==> src/rtl/uart_tx_ctrl.sv <==
// UART transmitter: 1 start bit, DATA_W data bits LSB first, 1 stop bit.
// Every bit is held for CLKS_PER_BIT clocks. tx, busy and done are registers.
module uart_tx_ctrl #(
   parameter int CLKS_PER_BIT = 434,
   parameter int DATA_W       = 8
) (
   input  logic              clk,
   input  logic              rst,
   input  logic              start,
   input  logic [DATA_W-1:0] data_in,
   output logic              tx,
   output logic              busy,
   output logic              done
);

   localparam int CNT_W = $clog2(CLKS_PER_BIT);
   localparam int BIT_W = $clog2(DATA_W);
   localparam logic [CNT_W-1:0] CNT_LAST = CNT_W'(CLKS_PER_BIT - 1);
   localparam logic [BIT_W-1:0] BIT_LAST = BIT_W'(DATA_W - 1);

   typedef enum logic [1:0] {IDLE, START, DATA, STOP} state_t;

   state_t            state_q, state_d;
   logic [CNT_W-1:0]  cnt_q, cnt_d;
   logic [BIT_W-1:0]  bit_q, bit_d;
   logic [DATA_W-1:0] shift_q, shift_d;
   logic              tx_q, tx_d;
   logic              busy_q, busy_d;
   logic              done_q, done_d;
   logic              bit_end;

   // A bit period ends on the edge where the baud counter sits at its last value.
   assign bit_end = (cnt_q == CNT_LAST);

   // Next-state logic; outputs are computed one edge ahead so they leave as registers.
   always_comb begin
      state_d = state_q;
      cnt_d   = cnt_q;
      bit_d   = bit_q;
      shift_d = shift_q;
      tx_d    = tx_q;
      busy_d  = busy_q;
      done_d  = 1'b0;
      case (state_q)
         IDLE: begin
            cnt_d  = '0;
            bit_d  = '0;
            tx_d   = 1'b1;
            busy_d = 1'b0;
            // Accepting edge: the start bit goes out immediately.
            if (start) begin
               shift_d = data_in;
               tx_d    = 1'b0;
               busy_d  = 1'b1;
               state_d = START;
            end
         end
         START: begin
            cnt_d = bit_end ? '0 : cnt_q + 1'b1;
            if (bit_end) begin
               tx_d    = shift_q[0];
               state_d = DATA;
            end
         end
         DATA: begin
            cnt_d = bit_end ? '0 : cnt_q + 1'b1;
            if (bit_end) begin
               // Shift only at bit-period end; bit 1 becomes the next line value.
               shift_d = shift_q >> 1;
               if (bit_q == BIT_LAST) begin
                  tx_d    = 1'b1;
                  state_d = STOP;
               end else begin
                  tx_d  = shift_q[1];
                  bit_d = bit_q + 1'b1;
               end
            end
         end
         STOP: begin
            cnt_d = bit_end ? '0 : cnt_q + 1'b1;
            if (bit_end) begin
               busy_d  = 1'b0;
               done_d  = 1'b1;
               state_d = IDLE;
            end
         end
         default: begin
            state_d = IDLE;
            cnt_d   = '0;
            bit_d   = '0;
            tx_d    = 1'b1;
            busy_d  = 1'b0;
         end
      endcase
   end

   // State and output registers; reset forces an idle line immediately.
   always_ff @(posedge clk or posedge rst) begin
      if (rst) begin
         state_q <= IDLE;
         cnt_q   <= '0;
         bit_q   <= '0;
         shift_q <= '0;
         tx_q    <= 1'b1;
         busy_q  <= 1'b0;
         done_q  <= 1'b0;
      end else begin
         state_q <= state_d;
         cnt_q   <= cnt_d;
         bit_q   <= bit_d;
         shift_q <= shift_d;
         tx_q    <= tx_d;
         busy_q  <= busy_d;
         done_q  <= done_d;
      end
   end

   assign tx   = tx_q;
   assign busy = busy_q;
   assign done = done_q;

endmodule

==> config.mk <==
export PLATFORM = sky130hd
export DESIGN_NAME = uart_tx_ctrl
export DESIGN_NICKNAME = d
export VERILOG_FILES = /design/src/rtl/uart_tx_ctrl.sv
export SDC_FILE = /design/constraint.sdc
export NUM_CORES = 1
export LEC_CHECK = 0
export CAP_MARGIN = 20
export CORE_ASPECT_RATIO = 0.5
export CORE_MARGIN = 4
export CORE_UTILIZATION = 40
export DETAILED_ROUTE_END_ITERATION = 8
export PLACE_DENSITY = 0.59
export SLEW_MARGIN = 10
export SYNTH_ARGS = -nofsm -noshare
export SYNTH_HDL_FRONTEND = slang
export SYNTH_SLANG_ARGS = --single-unit
==> constraint.sdc <==
create_clock -name clk -period 3.5 [get_ports clk]
set_clock_uncertainty 0.2 [all_clocks]
set_input_delay 0.7 -clock clk [delete_from_list [all_inputs] [get_ports clk]]
set_output_delay 0.7 -clock clk [all_outputs]
set_load 0.01 [all_outputs]
==> flow_results.org <==
** Cells and area
- Fraction of layout cells with a size suffix above 1 :: 8.609%
- Antenna diode count :: 0
- Relative to the synthesized area, the layout overhead comes to 15.56%.
- Final-stage net count :: 172

** Synthesis
- Number of different library cells in the post-synthesis netlist :: 36
- Synthesized netlist net count :: 158
- Primary FF master, synth :: dfrtp_1
- Synth Register Bits :: 25
- Area contributors post-synth :: dfrtp_1 (44%), ha_1 (8.3%), nor3_1 (4.4%), inv_1 (4.1%), o22ai_1 (3.7%)
- Library cell with the largest summed area after synthesis :: dfrtp_1
- For this run, the number of Yosys warnings is 0.
- Fraction of synthesized cell area taken by the top area cell type :: 44.20%
- The mapped netlist covers 1359 sq um.
- Number of cells produced by synthesis :: 138
- Library cell with the highest instance count after synthesis :: dfrtp_1
- Most instantiated cells after synthesis :: dfrtp_1 (24), inv_1 (15), nor3_1 (12)
- Asr flop ratio synth :: 100.0%
- The share of the Yosys chip area taken by registers is 46.13%.
- Number of enable-type register cells in the synthesized netlist :: 0
- Mean cell area of the mapped netlist :: 9.846 sq um

** Floorplan
- The die is 49.22 microns tall.
- Starting density of the core :: 43.58%
- Die Outline Area :: 4450 sq um
- The die is 90.43 microns wide.
- Core Region :: 3118 sq um
- After floorplanning, the core was divided into 14 placement rows.
- Number of placed I/O pins :: 14

** Setup path
- The largest individual stage delay along the critical path comes from the cell ha_1.
- The critical path runs through a total of 6 cells.
- The worst setup path is launched from a flop.
- The critical path is of the reg -> reg type.
- Largest delay share family, worst path :: adder cells
- Crit path DAT :: 2.60 ns
- R2R depth :: 6
- Together, buffers and inverters on the worst path number 1.
- Endpoint type of the worst setup path :: flop
- In this design, the stage delay of the slowest critical-path cell is 0.61 ns.
- The setup check on the worst reg-to-reg path leaves a slack of 0.83 ns.
- Reg2Reg Capture Point :: shift_q[5]$_DFFE_PP0P_
- Beginning of the worst register-to-register path :: state_q[0]$_DFFE_PP0P_
- Maximum fanout count along the critical path :: 22
- The critical path goes through inv_1 -> ha_1 -> mux2i_1 -> nor3_1 -> a22o_2 -> a21oi_1.
- Required @ worst endpoint :: 3.42 ns

** Drt
- Final routed wirelength across all metal layers :: 2679 microns
- Dividing the detail-routed via count by the number of cells gives 5.414.
- The detailed router finished its first iteration with 39 violations.
- Antenna violation net count after detailed routing :: 0
- DR WL/cell :: 14.03 microns
- First-pass detailed-route iteration total :: 4
- The detailed router placed 1034 vias in this run.
- DRC :: 0

** Placement
- Before CTS, the worst setup slack after placement is 0.9024 ns.
- The HPWL after detailed placement is 1925 microns.
- PortBufs :: 13
- Final weighted congestion in routability-driven placement :: 0.8309

** Run
- The tool flagged a number of max-cap violations equal to 0.

** Pwr
- Total leakage power :: 0.6875 nW
- Total power per unit cell area :: 303.9 nW/um^2
- Worst-case vdd ir drop :: 0.1558 mV

** Timing
- Setup slack closes at 0.8287 ns.
- Derived from the worst setup path, the maximum achievable clock frequency is 0.3743 GHz.
- Max_slew headroom :: 53.48%
- Share of the clock period used by the worst path :: 76.32%
- Setup violations remaining at the end of the flow were counted as 0.
- For the pin with the worst max-slew slack, the measured transition is 0.6925 ns.
- Setup repair after global routing left no endpoint under its margin.
- Final min period :: 2.671 ns
- Number of pins with negative max-slew slack in the final report :: 0
- Final hold violations :: 0
- Total negative setup slack :: 0 ns

** GRT
- Number of antenna violations at the first check in global routing :: 0
- The first global-routing pass estimated 4629 microns of wire.
- Total track usage :: 12.90%
- Largest net degree at the start of global routing :: 26
- Number of global-route vias before repair :: 968
- After global routing the overflow that remains totals 0.

** Clocking
- TritonCTS built the clock tree.
- The number of hold buffers added after CTS was 0.
- Root buffer cell :: clkbuf_8
- The number of setup buffers added after CTS is 0.
- Gates resized during post-CTS repair numbered 0.
- The later pin in the worst-skew pair is clocked with a latency of 0.26 ns.
- CTS built an H-tree with a depth of 1.
- Clock transition time at the flip-flop clock pins of the worst setup and hold paths :: 0.09 ns
- Clock sink count :: 25
- Buffers inserted during clock tree synthesis total 3.
- The clock passes through at most 2 buffers.

** Worst hold path
- Hold Crit Start :: shift_q[7]$_DFFE_PP0P_
- The worst hold path passes through 2 cells.
- For hold timing, the worst endpoint is shift_q[7]$_DFFE_PP0P_.
- The path class of the tightest hold or removal check is reg -> reg.

** Run status
- The run finished with clean final reports.
-- power by group --
| group | total [W] | internal [W] | switching (W) |
|---|---|---|---|
| clock network | 0.000169 | 0.0000795 | 0.0000891 |
| registers | 0.000289 | 0.000289 | 0 |
| logic | 0.0000199 | 0.0000113 | 0.00000859 |
| total | 0.000477 | 0.000379 | 0.0000977 |
-- logic make-up (layout without fill, tap and decap cells) --
logic type	after synthesis	after routing	synth area share, %
AO/OA/AOI/OAI	32	32	16.21
flip-flops	25	25	46.13
adder cells (fa/ha/maj)	9	9	8.287
multiplexers	4	4	3.223
XOR/XNOR	8	8	5.157
AND/OR/NAND/NOR	39	39	14.64
buffers and inverters	21	34	6.353
-- layout make-up --
class | count | area (sq um)
Fill cell | 302 | 1548
Clock inverter | 1 | 5.005
Tap cell | 40 | 50.05
Inverter | 15 | 56.30
Clock buffer | 3 | 41.29
Sequential cell | 25 | 626.9
Multi-Input combinational cell | 92 | 645.6
Timing Repair Buffer | 15 | 145.1
-- sequential cells by signal, summed over array words and instances (netlist names) --
name / flops
busy: 1
tx: 1
bit_q: 3
shift_q: 8
state_q: 2
cnt_q: 9
done: 1
-- worst max-delay path by stage --
stage	from	endpoint	slack [ns]
3_5_place_dp	state_q[0]$_DFFE_PP0P_	shift_q[5]$_DFFE_PP0P_	0.90
2_1_floorplan	cnt_q[3]$_DFF_PP0_	state_q[1]$_DFFE_PP0P_	1.18
3_3_place_gp	start	shift_q[5]$_DFFE_PP0P_	1.02
4_1_cts	state_q[0]$_DFFE_PP0P_	shift_q[5]$_DFFE_PP0P_	0.89
5_1_grt	state_q[0]$_DFFE_PP0P_	shift_q[5]$_DFFE_PP0P_	0.53
6_report	state_q[0]$_DFFE_PP0P_	shift_q[5]$_DFFE_PP0P_	0.83
-- routing by layer --
layer | GRT usage, % | routed length [microns] | up-vias | part of all wire (%)
li1 | - | - | 510 | -
met1 | 19.21 | 1431 | 508 | 53
met2 | 18.05 | 1115 | 14 | 42
met5 | 0 | 0 | - | 0
met3 | 4.160 | 114 | 2 | 4.3
met4 | 2.538 | 17 | 0 | 0.63
-- worst reg2reg max path, cell delays in order (launching register included) --
cell,delay [ns]
dfrtp_1,0.42
inv_1,0.12
ha_1,0.61
mux2i_1,0.28
nor3_1,0.60
a22o_2,0.25
a21oi_1,0.06
-- layout by cell type (no fill, tap or decap), types with 4 or more instances in the layout --
cell and n:
ha_1 9, inv_1 15, a21oi_1 8, nor3_1 12
dfrtp_1 24, o22ai_1 8, nand2_1 7, nand3_1 4
xnor2_1 5, clkdlybuf4s50_1 13, a22o_1 4, nor2_1 6
-- metrics by stage --
stage               utilization, %  cells  hold slack, ns  cell area [sq um]  total power, W
floorplan                        -    138          0.2724               1359       0.0003002
global placement             48.88    187          0.2940               1524       0.0003146
detailed placement           48.88    187          0.3017               1524       0.0003148
CTS                          50.36    191          0.3204               1570       0.0004860
global route                 50.36    191          0.3545               1570       0.0004989
finish                       50.36    191          0.3145               1570       0.0004771
(Power assumes the default switching activity.)
